$ cat src/rtl/waveform_pwm_dac.sv
// -----------------------------------------------------------------------------
// waveform_pwm_dac
//
// Single-bit PWM DAC fed by the waveform generator. Each WIDTH-bit sample is
// taken through a valid/ready handshake into a shadow register. The shadow
// value becomes the PWM duty only at a period boundary, so no carrier period
// ever mixes two duty values. A prescaler sets the carrier tick rate.
//
// Handshake: a sample transfers on the rising clk edge where sample_valid and
// sample_ready are both high. sample_ready is high exactly when the shadow
// register is empty. The upstream stage holds sample stable while valid is
// high and ready is low. The handshake works whether or not en is high.
//
// Ports:
//   clk           in   system clock, rising edge
//   rst           in   asynchronous active-low reset
//   en            in   run enable; low holds the carrier idle (cnt=0, pwm=0)
//   sample        in   WIDTH-bit duty value
//   sample_valid  in   sample is valid this cycle
//   sample_ready  out  shadow register empty
//   pwm_out       out  registered PWM output
//   period_done   out  one-clk pulse after each period boundary tick
//   dbg_state_o   out  FSM state (0 = IDLE, 1 = RUN)
//   dbg_cnt_o     out  PWM counter value
//
// Build option: define PWM_CENTER_ALIGNED_EN for a centre-aligned (up/down)
// carrier. The period then doubles. The boundary is the tick at cnt=0 while
// counting down. Without the macro the carrier is an edge-aligned sawtooth.
// -----------------------------------------------------------------------------
module waveform_pwm_dac #(
  parameter int WIDTH    = 8,
  parameter int PRESCALE = 1
) (
  input  logic             clk,
  input  logic             rst,
  input  logic             en,
  input  logic [WIDTH-1:0] sample,
  input  logic             sample_valid,
  output logic             sample_ready,
  output logic             pwm_out,
  output logic             period_done,
  output logic             dbg_state_o,
  output logic [WIDTH-1:0] dbg_cnt_o
);

  typedef enum logic {
    IDLE = 1'b0,
    RUN  = 1'b1
  } state_e;

  localparam int               PW        = (PRESCALE > 1) ? $clog2(PRESCALE) : 1;
  localparam logic [PW-1:0]    PRESC_MAX = PW'(PRESCALE - 1);
  localparam logic [WIDTH-1:0] CNT_MAX   = '1;

  state_e           state_q, state_d;
  logic [PW-1:0]    presc_q, presc_d;
  logic [WIDTH-1:0] cnt_q, cnt_d;
  logic [WIDTH-1:0] duty_q, duty_d;
  logic [WIDTH-1:0] shadow_q, shadow_d;
  logic             full_q, full_d;
  logic             pwm_q, pwm_d;
  logic             pd_q, pd_d;
`ifdef PWM_CENTER_ALIGNED_EN
  logic             down_q, down_d;
`endif

  logic run;
  logic tick;
  logic boundary;
  logic accept;

  always_ff @(posedge clk or negedge rst) begin
    if (!rst) begin
      state_q  <= IDLE;
      presc_q  <= '0;
      cnt_q    <= '0;
      duty_q   <= '0;
      shadow_q <= '0;
      full_q   <= 1'b0;
      pwm_q    <= 1'b0;
      pd_q     <= 1'b0;
`ifdef PWM_CENTER_ALIGNED_EN
      down_q   <= 1'b0;
`endif
    end else begin
      state_q  <= state_d;
      presc_q  <= presc_d;
      cnt_q    <= cnt_d;
      duty_q   <= duty_d;
      shadow_q <= shadow_d;
      full_q   <= full_d;
      pwm_q    <= pwm_d;
      pd_q     <= pd_d;
`ifdef PWM_CENTER_ALIGNED_EN
      down_q   <= down_d;
`endif
    end
  end

  always_comb begin
    state_d  = state_q;
    presc_d  = presc_q;
    cnt_d    = cnt_q;
    duty_d   = duty_q;
    shadow_d = shadow_q;
    full_d   = full_q;
    pwm_d    = 1'b0;
    pd_d     = 1'b0;
    boundary = 1'b0;
`ifdef PWM_CENTER_ALIGNED_EN
    down_d   = down_q;
`endif

    case (state_q)
      IDLE:    if (en)  state_d = RUN;
      RUN:     if (!en) state_d = IDLE;
      default: state_d = IDLE;
    endcase

    // Counting is gated by the next state, so the first tick lands PRESCALE
    // cycles after en rises and leaving RUN clears the carrier on that edge.
    run    = (state_d == RUN);
    tick   = run && (presc_q == PRESC_MAX);
    accept = sample_valid && !full_q;

    if (run) begin
      presc_d = tick ? '0 : presc_q + 1'b1;
    end else begin
      presc_d = '0;
      cnt_d   = '0;
`ifdef PWM_CENTER_ALIGNED_EN
      down_d  = 1'b0;
`endif
    end

    if (tick) begin
`ifdef PWM_CENTER_ALIGNED_EN
      // Each end value is held for two ticks (turnaround), which gives a
      // 2^(WIDTH+1)-tick period that is symmetric about its centre.
      if (!down_q) begin
        if (cnt_q == CNT_MAX) down_d = 1'b1;
        else                  cnt_d  = cnt_q + 1'b1;
      end else begin
        if (cnt_q == '0) begin
          down_d   = 1'b0;
          boundary = 1'b1;
        end else begin
          cnt_d = cnt_q - 1'b1;
        end
      end
`else
      cnt_d    = cnt_q + 1'b1;
      boundary = (cnt_q == CNT_MAX);
`endif
    end

    if (boundary) begin
      pd_d = 1'b1;
      if (full_q) begin
        duty_d = shadow_q;
        full_d = 1'b0;
      end
    end

    // Accept needs full_q=0 and commit needs full_q=1, so both can never
    // happen on the same edge. A sample accepted on a boundary edge waits in
    // the shadow register for the next boundary.
    if (accept) begin
      shadow_d = sample;
      full_d   = 1'b1;
    end

    pwm_d = run && (cnt_q < duty_q);
  end

  assign sample_ready = !full_q;
  assign pwm_out      = pwm_q;
  assign period_done  = pd_q;
  assign dbg_state_o  = state_q;
  assign dbg_cnt_o    = cnt_q;

endmodule

$ cat config.mk
export PLATFORM = sky130hd
export DESIGN_NAME = waveform_pwm_dac
export DESIGN_NICKNAME = d
export VERILOG_FILES = /design/src/rtl/waveform_pwm_dac.sv
export SDC_FILE = /design/constraint.sdc
export NUM_CORES = 1
export LEC_CHECK = 0
export CORE_ASPECT_RATIO = 2
export CORE_MARGIN = 2
export CORE_UTILIZATION = 46
export DETAILED_ROUTE_END_ITERATION = 12
export PLACE_DENSITY = 0.85
export SYNTH_ARGS = -nofsm -noshare
export SYNTH_HDL_FRONTEND = slang
export SYNTH_SLANG_ARGS = --single-unit
$ cat constraint.sdc
create_clock -name clk -period 1.7 [get_ports clk]
set_clock_uncertainty 0.2 [all_clocks]
set_input_delay 0.17 -clock clk [delete_from_list [all_inputs] [get_ports clk]]
set_output_delay 0.17 -clock clk [all_outputs]
set_load 0.03 [all_outputs]
-- Word level (Yosys, flattened, before mapping)
Cells that the tools add are included.
- register bits after elaboration: 29
- bits of input ports: 12
- logic and storage cells: 29
- $add $sub $neg: 2
- $lt $le $gt $ge: 1
- equal/unequal tests: 2
- mux-type cells: 9
- bitwise gates (word level): 1
- reductions and logical operators: 6
- operators by type and width (kind ; count):
    $mux W8 ; 2
    $add A8 B1 Y8 const B ; 1
    $eq A8 B8 Y1 const B ; 1
    $lt A8 B8 Y1 ; 1
    $mux W1 ; 7
    $logic_and A1 B1 Y1 ; 3
    $ne A2 B1 Y1 const B ; 1
    $reduce_and A2 Y1 ; 1
    $reduce_bool A2 Y1 ; 1
    $add A1 B1 Y1 const B ; 1
    $logic_not A1 Y1 ; 1
    $not A1 Y1 ; 1

-- Depth between registers and ports, before layout
Gate-level depths: netlist of the first run.
- depth after elaboration: 5
- mapped depth: 5

-- Worst setup path after synthesis of the first run
Ideal clock, no wire load.
- path type: register to register
- start: register cnt_q[0] (netlist: dbg_cnt_o[0])
- end: register duty_q[0]
- library setup time: 0.125 ns
- data arrival time: 1.676 ns
- data required time: 1.375 ns
- path slack: -0.301 ns
- cell stages (with the launch flop): 5
- buffers on the path: 0
- cells stage by stage: dfrtp_1 > ha_1 > nand3b_1 > nor3_4 > mux2_2
- longest elaborated chain between the ends: 3
- RTL lines (item ; line ; source):
    start: declaration ; 57 ; logic [WIDTH-1:0] cnt_q, cnt_d;
    start signal: assignment ; 88 ; cnt_q <= cnt_d;
    $eq A8 B8 Y1 ; 153 ; boundary = (cnt_q == CNT_MAX);
    $mux W1 ; 136 ; if (tick) begin
    $reduce_and A2 Y1 (no line) ; -- ;
    end signal: assignment ; 89 ; duty_q <= duty_d;
    end: declaration ; 58 ; logic [WIDTH-1:0] duty_q, duty_d;
No other way between the ends.
A chain may end at the register's enable or synchronous reset.

-- Worst setup path in the final report of the first run
- start: register cnt_q[3] (netlist: dbg_cnt_o[3])
- end: register pwm_q (netlist: pwm_out)
- longest elaborated chain between the ends: 2
- RTL lines (item ; line ; source):
    $lt A8 B8 Y1 ; 173 ; pwm_d = run && (cnt_q < duty_q);
    $logic_and A1 B1 Y1 ; 173 ;
    via pwm_d ; 61 ; logic pwm_q, pwm_d;
    end signal: assignment ; 92 ; pwm_q <= pwm_d;
    end: declaration ; 61 ;
The timed path passes the listed nets, and every way through them passes these cells.

==> reports/metrics.yaml, run 1 <==
run_status:
  status: "finished with violations"
  violations: "setup timing"
timing:
  rsz0062_at_grt: "yes"
  whs_ps: 68.9
  fin_crit_ps: 1780
  finalSetupViolCount: 9
  finalHoldViolCount: 0
  period_share_pct: 105
  max_clock_freq_ghz: 0.562
  drv_slew: 0
  setup_ws_ps: -78.8
placement:
  post-place-cells: 167
  gp_congestion: 0.716
  placed_area_mm2: 0.00171
  dp_hpwl_mm: 2.01
  portBuffers: 23
global_route:
  grt_pass1_vias: 996
  grt_pass1_wl_mm: 4.53
  gr-usage-met1_pct: 17.4
  busiest_layer: "met2"
  grtUsageTotal_pct: 19.1
  grt_util_met2_pct: 32.0
  grt-ovfl-total: 0
  antenna_found_initial: 0
  grt_max_degree: 30
  grt_use_met3_pct: 8.37
routing:
  drt_iter0_drc: 21
  totalWireLength_mm: 2.80
  wl_per_cell_um: 15.7
  drc: 0
  drt_first_pass_iters: 3
  ant_nets: 0
  vias: 952
  vias_per_cell: 5.32
die:
  die_x_um: 42.0
  dieArea_mm2: 0.00335
  num_io_pins: 24
  core_area_mm2: 0.00274
  rows: 27
  start_util_pct: 48.4
  die_h_um: 79.9
setup_path:
  critPathLaunchType: "flop"
  rr_startpoint: "dbg_cnt_o[3]$_DFFE_PN0P_"
  slowest_stage: "dfrtp_2"
  critical_path.max_stage_delay_ps: 480
  crit_start: "dbg_cnt_o[3]$_DFFE_PN0P_"
  critPathCapture: "pwm_out$_DFF_PN0_"
  end_kind: "flop"
  rr_worst_depth: 4
  reg2reg_slack_ps: -80
  cp_max_fo: 5
  crit_chain: "ha_4 > a211oi_2 > o21ai_1 > a2111oi_2"
  crit_type: "flop to flop"
  critPathRequiredTime_ps: 1650
  critPathArrivalTime_ps: 1730
  reg2reg_to: "pwm_out$_DFF_PN0_"
logic_synthesis:
  ys_types: 28
  synth_area_mm2: 0.00133
  synthesis.nets: 125
  syn_avg_cell_area_um2: 12.6
  ys_ff_latch: 29
  synthCells: 105
  seq_area_frac_synth_pct: 54.8
  ys_warn_count: 0
clock_tree:
  clk_pin_slew_ps: 60
  cts_buffers: 5
  ctsLongestPathBuffers: 2
  tritoncts: "done"
  root_buffer: "clkbuf_8"
  clkSinkCount: 29
  htree_levels: 2
  clock_latency_ps: 280
  hold_buffers: 0
layout:
  final_net_count: 169
  n_fill_cell: 202
  final_area_mm2: 0.00191
  area_growth_pct: 44.0
  fin_cells: 179
  drive_gt1_share_pct: 38.7
  final_core_utilization_pct: 69.7
  insertedDiodeCount: 0
min_path:
  hold_path_class: "input port to async pin"
pwr:
  ir_drop_v: 0.000762
  powerDensity_mw_per_mm2: 789
  leakage_nw: 0.897
run:
  drv_cap: 0
state kept, by name, summed over array words and instances (netlist names):
name	flops
dbg_cnt_o	8
dbg_state_o	1
duty_q	8
full_q	1
period_done	1
presc_q	1
pwm_out	1
shadow_q	8
Yosys cell counts:
master     number  area, um^2
nor3_1          1        5.00
mux2_2         16         180
xnor2_1         1        8.76
nand4_4         1        21.3
a2111oi_0       1        8.76
nand2_1         2        7.51
o21ai_0         4        20.0
clkbuf_1        1        3.75
clkinv_1        1        3.75
ha_1            8         100
or3_2           1        7.51
nand3b_1        1        7.51
nor3_4          1        16.3
o211ai_1        1        7.51
mux2i_1         1        10.0
xor2_1          3        26.3
or3_1           2        12.5
nand4b_1        2        17.5
dfrtp_1        29         726
a21oi_1         4        20.0
nor3b_1         1        7.51
nor2b_1         3        18.8
a211oi_1        1        7.51
nand3_1         2        10.0
o2111a_1        1        11.3
inv_1           8        30.0
nor2_1          7        26.3
conb_1          1        3.75
critical path: cells and delay by family (launching register included):
kind | cells | cell delay [ps]
adder cells (fa/ha/maj) | 1 | 240
AO/OA/AOI/OAI | 3 | 720
flip-flops | 1 | 480
power breakdown:
group          switching [mW]  internal [mW]  total, mW  leakage [nW]
Clock                   0.256          0.365      0.621        0.0542
Combinational          0.0624         0.0775      0.140         0.473
Sequential             0.0225          0.723      0.745         0.370
Total                   0.341           1.17       1.51         0.897
stage by stage:
step | setup slack, ps | total power, mW | TNS (ps)
floorplan | -114 | 0.809 | -911
global placement | -62.8 | 0.885 | -509
detailed placement | -256 | 0.893 | -858
CTS | -96.1 | 1.52 | -215
global route | -128 | 1.57 | -1010
finish | -78.8 | 1.51 | -421
layer usage:
layer | vias to the layer above | wire length (um)
met5 | - | 0
met4 | 0 | 129
met3 | 13 | 136
met2 | 25 | 1550
met1 | 462 | 987
li1 | 452 | -
placed cells by master (no fill, tap or decap), types with 2 or more instances in the layout:
cell type	instances
dfrtp_2	7
a21oi_1	3
buf_4	14
mux2_4	8
nor2b_1	3
or3_1	2
ha_4	3
nand3_1	2
ha_1	4
xor2_1	3
nor2_1	7
clkdlybuf4s50_1	13
o21ai_0	3
nand2_1	2
inv_1	7
clkbuf_8	7
nand4b_1	2
dlygate4sd2_1	9
mux2_2	8
dfrtp_1	22
area by class of cell:
type,instances,area [um^2],share of cell area [%]
Timing Repair Buffer,38,347,18.2
Sequential cell,29,734,38.5
Clock buffer,7,96.3,5.05
Multi-Input combinational cell,66,656,34.4
Tap cell,29,36.3,1.90
Inverter,9,33.8,1.77
Clock inverter,1,5.00,0.262
worst min path at each step:
stage / start / end / slack (ps)
final: rst / presc_q$_DFF_PN0_ / 70
after global routing: rst / presc_q$_DFF_PN0_ / 100
after CTS: rst / presc_q$_DFF_PN0_ / 80
after detailed placement: shadow_q[7]$_DFFE_PN0P_ / duty_q[7]$_DFFE_PN0P_ / 290
after global placement: duty_q[0]$_DFFE_PN0P_ / duty_q[0]$_DFFE_PN0P_ / 280
after floorplan: rst / dbg_cnt_o[0]$_DFFE_PN0P_ / -330
cell families after synthesis:
group,share of synthesized area (%)
mux,14.4
buf+inv,2.83
xor+xnor,2.64
fa+ha+maj,7.55
other cells,0.283
simple gates,11.9
flops,54.8
compound gates,5.67
timing repair:
action / CTS / global route
endpoints found under the setup margin: 18 / 12
pin swaps: 0 / 4
buffers inserted: 0 / 4
gates resized for setup: 18 / 12
Power figures use the tool's default switching activity.
==> inputs of run 2 (changes only) <==
--- a/config.mk
+++ b/config.mk
@@ -9,6 +9,7 @@
 export CORE_MARGIN = 2
 export CORE_UTILIZATION = 46
 export DETAILED_ROUTE_END_ITERATION = 12
+export MAX_ROUTING_LAYER = met4
 export PLACE_DENSITY = 0.85
 export SYNTH_ARGS = -nofsm -noshare
 export SYNTH_HDL_FRONTEND = slang
==> reports/metrics.yaml, run 2 (same netlist as run 1, synthesis figures left out) <==
clock_tree:
  root_buffer: "clkbuf_8"
  hold_buffers: 0  # unchanged
  clk_pin_slew_ps: 60  # about the same
  clkSinkCount: 29  # unchanged
  cts_buffers: 5  # unchanged
  htree_levels: 2  # unchanged
  tritoncts: "done"
  clock_latency_ps: 280  # about the same
  ctsLongestPathBuffers: 2  # unchanged
routing:
  drt_iter0_drc: 30  # +43%
  drt_first_pass_iters: 3  # unchanged
  wl_per_cell_um: 15.6  # -0.21%
  totalWireLength_mm: 2.80  # -0.21%
  vias_per_cell: 5.33  # +0.21%
  ant_nets: 0  # unchanged
  drc: 0  # unchanged
  vias: 954  # +0.21%
run_status:
  status: "finished with violations"
  violations: "setup timing"
timing:
  drv_slew: 0  # unchanged
  setup_ws_ps: -78.7  # +0.157 ps
  finalHoldViolCount: 0  # unchanged
  fin_crit_ps: 1780  # -0.157 ps
  setup_tns_ps: -423  # -2.19 ps
  max_clock_freq_ghz: 0.562  # about the same
  period_share_pct: 105  # about the same
  finalSetupViolCount: 9  # unchanged
  rsz0062_at_grt: "yes"
placement:
  gp_congestion: 0.725  # +1.2%
  dp_slack_ps: -256  # unchanged
  portBuffers: 23  # unchanged
  dp_hpwl_mm: 2.01  # unchanged
layout:
  n_fill_cell: 202  # unchanged
  final_cell_mix: "dfrtp_1, buf_4, clkdlybuf4s50_1, dlygate4sd2_1"
  final_net_count: 169  # unchanged
  drive_gt1_share_pct: 38.7  # unchanged
  insertedDiodeCount: 0  # unchanged
  area_growth_pct: 44.0  # unchanged
  layout.cells.most_common: "dfrtp_1"
global_route:
  antenna_found_initial: 0  # unchanged
  grt_pass1_wl_mm: 4.53  # unchanged
  grt_max_degree: 30  # unchanged
  grtUsageTotal_pct: 19.6  # +0.51 points
  grt-ovfl-total: 0  # unchanged
  grt_pass1_vias: 996  # unchanged
setup_path:
  cp_max_fo: 5  # unchanged
  end_kind: "flop"
  rr_startpoint: "dbg_cnt_o[3]$_DFFE_PN0P_"
  critPathLaunchType: "flop"
  critPathArrivalTime_ps: 1730  # about the same
  reg2reg_to: "pwm_out$_DFF_PN0_"
  reg2reg_slack_ps: -80  # about the same
  critPathRequiredTime_ps: 1650  # about the same
  rr_worst_depth: 4  # unchanged
  crit_type: "flop to flop"
die:
  num_io_pins: 24  # unchanged
  die_h_um: 79.9  # unchanged
  die_x_um: 42.0  # unchanged
  start_util_pct: 48.4  # unchanged
  core_area_mm2: 0.00274  # unchanged
  rows: 27  # unchanged
  dieArea_mm2: 0.00335  # unchanged
run:
  drv_cap: 0  # unchanged
pwr:
  p_int_mw: 1.16  # about the same
  power_frac_seq_pct: 49.5  # about the same
  powerDensity_mw_per_mm2: 789  # about the same
  switching_share_pct: 22.6  # about the same
  leakage_nw: 0.897  # unchanged
  power_frac_clock_pct: 41.2  # about the same
  ir_drop_v: 0.000761  # about the same
  p_switching_mw: 0.341  # about the same
  combPwrFrac_pct: 9.3  # about the same
min_path:
  hold_path_class: "input port to async pin"
==> run 2: timing repair <==
action / in CTS / in global routing
pin swaps: 0 / 4
resized for setup: 18 / 12
buffers inserted: 0 / 4
setup endpoints to repair: 18 / 12
==> run 2: how the worst max path moves through the flow <==
stage / from / to / depth (start not counted)
final: dbg_cnt_o[3]$_DFFE_PN0P_ / pwm_out$_DFF_PN0_ / 4
after global routing: dbg_cnt_o[3]$_DFFE_PN0P_ / pwm_out$_DFF_PN0_ / 4
after CTS: duty_q[3]$_DFFE_PN0P_ / pwm_out$_DFF_PN0_ / 5
after detailed placement: duty_q[3]$_DFFE_PN0P_ / pwm_out$_DFF_PN0_ / 5
after global placement: en / duty_q[3]$_DFFE_PN0P_ / 5
after floorplan: dbg_cnt_o[0]$_DFFE_PN0P_ / duty_q[0]$_DFFE_PN0P_ / 4
==> run 2: area by class of cell <==
| type | instances | area, um^2 | share of cell area [%] |
|---|---|---|---|
| flip-flops and latches | 29 | 734 | 38.5 |
| repair buffers | 38 | 347 | 18.2 |
| well taps | 29 | 36.3 | 1.90 |
| clock inverters | 1 | 5.00 | 0.262 |
| inverters | 9 | 33.8 | 1.77 |
| clock buffers | 7 | 96.3 | 5.05 |
| multi-input cells | 66 | 656 | 34.4 |
==> run 2: routing by layer <==
layer  vias to the layer above  share of wire [%]  track usage [%]  wire [um]
li1                        452                  -                -          -
met1                       464                 35             17.4        988
met2                        25                 55             32.0       1550
met3                        13                4.8             8.37        133
met4                         0                4.6             14.8        129
met5                         -                  0                -          0
==> run 2: worst max-delay path, stage by stage, from the launching register on <==
cell	delay [ps]
dfrtp_2	480
ha_4	240
a211oi_2	160
o21ai_1	120
a2111oi_2	440
==> run 2: power groups by stage <==
stage	Combinational, mW	Sequential (mW)	Clock (mW)
global route	0.154	0.748	0.672
CTS	0.137	0.744	0.635
global placement	0.132	0.753	0
floorplan	0.0407	0.768	0
detailed placement	0.137	0.756	0
finish	0.140	0.745	0.621
==> run 2: metrics by stage <==
| step | util [%] | instance area, um^2 | std cells | power (mW) | hold slack (ps) |
|---|---|---|---|---|---|
| 2_1_floorplan | - | 1360 | 105 | 0.809 | -326 |
| 5_1_grt | 69.7 | 1910 | 179 | 1.57 | 95.1 |
| 4_1_cts | 67.1 | 1840 | 175 | 1.52 | 78.3 |
| 6_report | 69.7 | 1910 | 179 | 1.51 | 67.2 |
| 3_5_place_dp | 62.6 | 1710 | 167 | 0.893 | 289 |
| 3_3_place_gp | 62.6 | 1710 | 167 | 0.885 | 283 |
==> inputs of run 3 (changes only) <==
==> constraint.sdc (replaced) <==
create_clock -name clk -period 1.5 [get_ports clk]
set_clock_uncertainty 0.2 [all_clocks]
set_input_delay 0.15 -clock clk [delete_from_list [all_inputs] [get_ports clk]]
set_output_delay 0.15 -clock clk [all_outputs]
set_load 0.03 [all_outputs]
==> reports/metrics.yaml, run 3 (same netlist as run 1, synthesis figures left out) <==
setup_path:
  critPathLaunchType: "flop"
  reg2reg_slack_ps: -240  # -160 ps
  crit_chain: "ha_4 > nand3b_1 > nor3_4 > buf_12 > mux2_2"
  critPathRequiredTime_ps: 1460  # -190 ps
  critical_path.max_stage_delay_ps: 400  # -80 ps
  end_kind: "flop"
  rr_worst_depth: 5  # +1
  slowest_stage: "dfrtp_2"
  rr_startpoint: "dbg_cnt_o[1]$_DFFE_PN0P_"
  reg2reg_to: "duty_q[7]$_DFFE_PN0P_"
  critPathArrivalTime_ps: 1700  # -30 ps
  cp_max_fo: 9  # +4
  crit_type: "flop to flop"
placement:
  portBuffers: 23  # unchanged
  dp_hpwl_mm: 2.15  # +6.7%
  post-place-cells: 176  # +5.4%
  dp_slack_ps: -270  # -13.6 ps
  gp_congestion: 0.772  # +6.6%
die:
  start_util_pct: 48.4  # unchanged
  rows: 27  # unchanged
  core_area_mm2: 0.00274  # unchanged
  dieArea_mm2: 0.00335  # unchanged
  num_io_pins: 24  # unchanged
  die_x_um: 42.0  # unchanged
  die_h_um: 79.9  # unchanged
pwr:
  power_frac_clock_pct: 37.2  # -4.0 points
  leakage_nw: 0.908  # +1.3%
  p_int_mw: 1.25  # +7.7%
  switching_share_pct: 23.3  # +0.64 points
  power_frac_seq_pct: 51.6  # +2.1 points
  ir_drop_v: 0.000777  # +2.0%
  p_switching_mw: 0.380  # +12%
  combPwrFrac_pct: 11.3  # +2.0 points
  powerDensity_mw_per_mm2: 838  # +6.2%
global_route:
  grt_pass1_wl_mm: 5.10  # +13%
  grt_pass1_vias: 1137  # +14%
  antenna_found_initial: 0  # unchanged
  grt-ovfl-total: 0  # unchanged
  grt_max_degree: 30  # unchanged
  grtUsageTotal_pct: 21.9  # +2.3 points
clock_tree:
  ctsLongestPathBuffers: 2  # unchanged
  clk_pin_slew_ps: 60  # about the same
  htree_levels: 2  # unchanged
  root_buffer: "clkbuf_8"
  clkSinkCount: 29  # unchanged
  clock_latency_ps: 280  # about the same
  cts_buffers: 5  # unchanged
  tritoncts: "done"
  hold_buffers: 0  # unchanged
routing:
  ant_nets: 0  # unchanged
  drt_iter0_drc: 16  # -47%
  vias_per_cell: 5.47  # +2.5%
  vias: 1022  # +7.1%
  drt_first_pass_iters: 3  # unchanged
  totalWireLength_mm: 2.97  # +6.2%
  drc: 0  # unchanged
  wl_per_cell_um: 15.9  # +1.6%
timing:
  drv_slew: 0  # unchanged
  finalHoldViolCount: 0  # unchanged
  finalSetupViolCount: 14  # +5
  rsz0062_at_grt: "yes"
  max_clock_freq_ghz: 0.575  # +2.3%
  setup_tns_ps: -2380  # -1960 ps
  period_share_pct: 116  # +11 points
  fin_crit_ps: 1740  # -40.4 ps
  setup_ws_ps: -238  # -160 ps
run_status:
  status: "finished with violations"
  violations: "setup timing"
layout:
  area_growth_pct: 47.2
  final_cell_mix: "buf_4, dfrtp_1, clkdlybuf4s50_1, mux2_2, inv_1"
  fin_cells: 187  # +4.5%
  final_net_count: 177  # +4.7%
  regArea_um2: 734  # unchanged
  drive_gt1_share_pct: 44.9  # +6.3 points
  insertedDiodeCount: 0  # unchanged
  layout.cells.most_common: "buf_4"
  multi_input_area_um2: 664  # +1.3%
  n_fill_cell: 212  # +5.0%
run:
  drv_cap: 0  # unchanged
min_path:
  hold_path_class: "input port to async pin"
## run 3: changes by cell type in the layout (fill, tap and decap cells not counted), sizes merged
| cell | delta |
|---|---|
| buf | +15 |
| dlygate4sd2 | -5 |
| dlymetal6s2s | -1 |
| clkdlybuf4s15 | +1 |
| clkbuf | +1 |
| clkinv | -1 |
| clkdlybuf4s50 | -2 |
## run 3: critical path, delay by kind of cell (launching register included)
| kind | cells | cell delay (ps) |
|---|---|---|
| buf+inv | 1 | 150 |
| fa+ha+maj | 1 | 140 |
| mux | 1 | 330 |
| simple gates | 2 | 380 |
| flops | 1 | 400 |
## run 3: area by class of cell
| class | instances | area share [%] |
|---|---|---|
| Inverter | 9 | 1.73 |
| Tap cell | 29 | 1.86 |
| Sequential cell | 29 | 37.7 |
| Timing Repair Buffer | 46 | 20.6 |
| Clock buffer | 8 | 4.11 |
| Multi-Input combinational cell | 66 | 34.1 |
## run 3: metrics by stage
step | total power [mW] | hold slack, ps | instance area [um^2] | util, %
after detailed placement | 1.02 | 298 | 1790 | 65.4
after CTS | 1.65 | 52.3 | 1940 | 70.7
after global placement | 1.01 | 286 | 1790 | 65.4
after floorplan | 0.917 | -346 | 1380 | -
after global routing | 1.71 | 90.5 | 1950 | 71.3
final | 1.63 | 43.1 | 1950 | 71.3
## run 3: repair_timing
| item | in CTS | in global routing |
|---|---|---|
| setup buffers | 3 | 0 |
| gates resized for setup | 21 | 9 |
| setup endpoints to repair | 22 | 18 |
| pin swaps | 7 | 2 |
## run 3: how the worst max path moves through the flow
stage | endpoint | start | depth (start not counted) | slack (ps)
3_5_place_dp | duty_q[0]$_DFFE_PN0P_ | en | 5 | -270
5_1_grt | duty_q[1]$_DFFE_PN0P_ | dbg_cnt_o[1]$_DFFE_PN0P_ | 5 | -290
2_1_floorplan | duty_q[0]$_DFFE_PN0P_ | dbg_cnt_o[0]$_DFFE_PN0P_ | 4 | -310
3_3_place_gp | duty_q[3]$_DFFE_PN0P_ | en | 5 | -250
4_1_cts | duty_q[2]$_DFFE_PN0P_ | dbg_cnt_o[1]$_DFFE_PN0P_ | 5 | -240
6_report | duty_q[7]$_DFFE_PN0P_ | dbg_cnt_o[1]$_DFFE_PN0P_ | 5 | -240
## run 3: power groups by stage
| stage | sequential, mW | clock [mW] | combinational [mW] |
|---|---|---|---|
| floorplan | 0.870 | 0 | 0.0471 |
| finish | 0.843 | 0.608 | 0.184 |
| detailed placement | 0.856 | 0 | 0.161 |
| global route | 0.847 | 0.659 | 0.200 |
| CTS | 0.842 | 0.626 | 0.183 |
| global placement | 0.853 | 0 | 0.152 |
## run 3: routing by layer
metal	up-vias	track usage (%)	routed length, um
met5	-	-	0
met4	0	15.5	186
met3	17	6.56	126
met2	29	38.0	1700
met1	510	19.7	958
li1	466	-	-
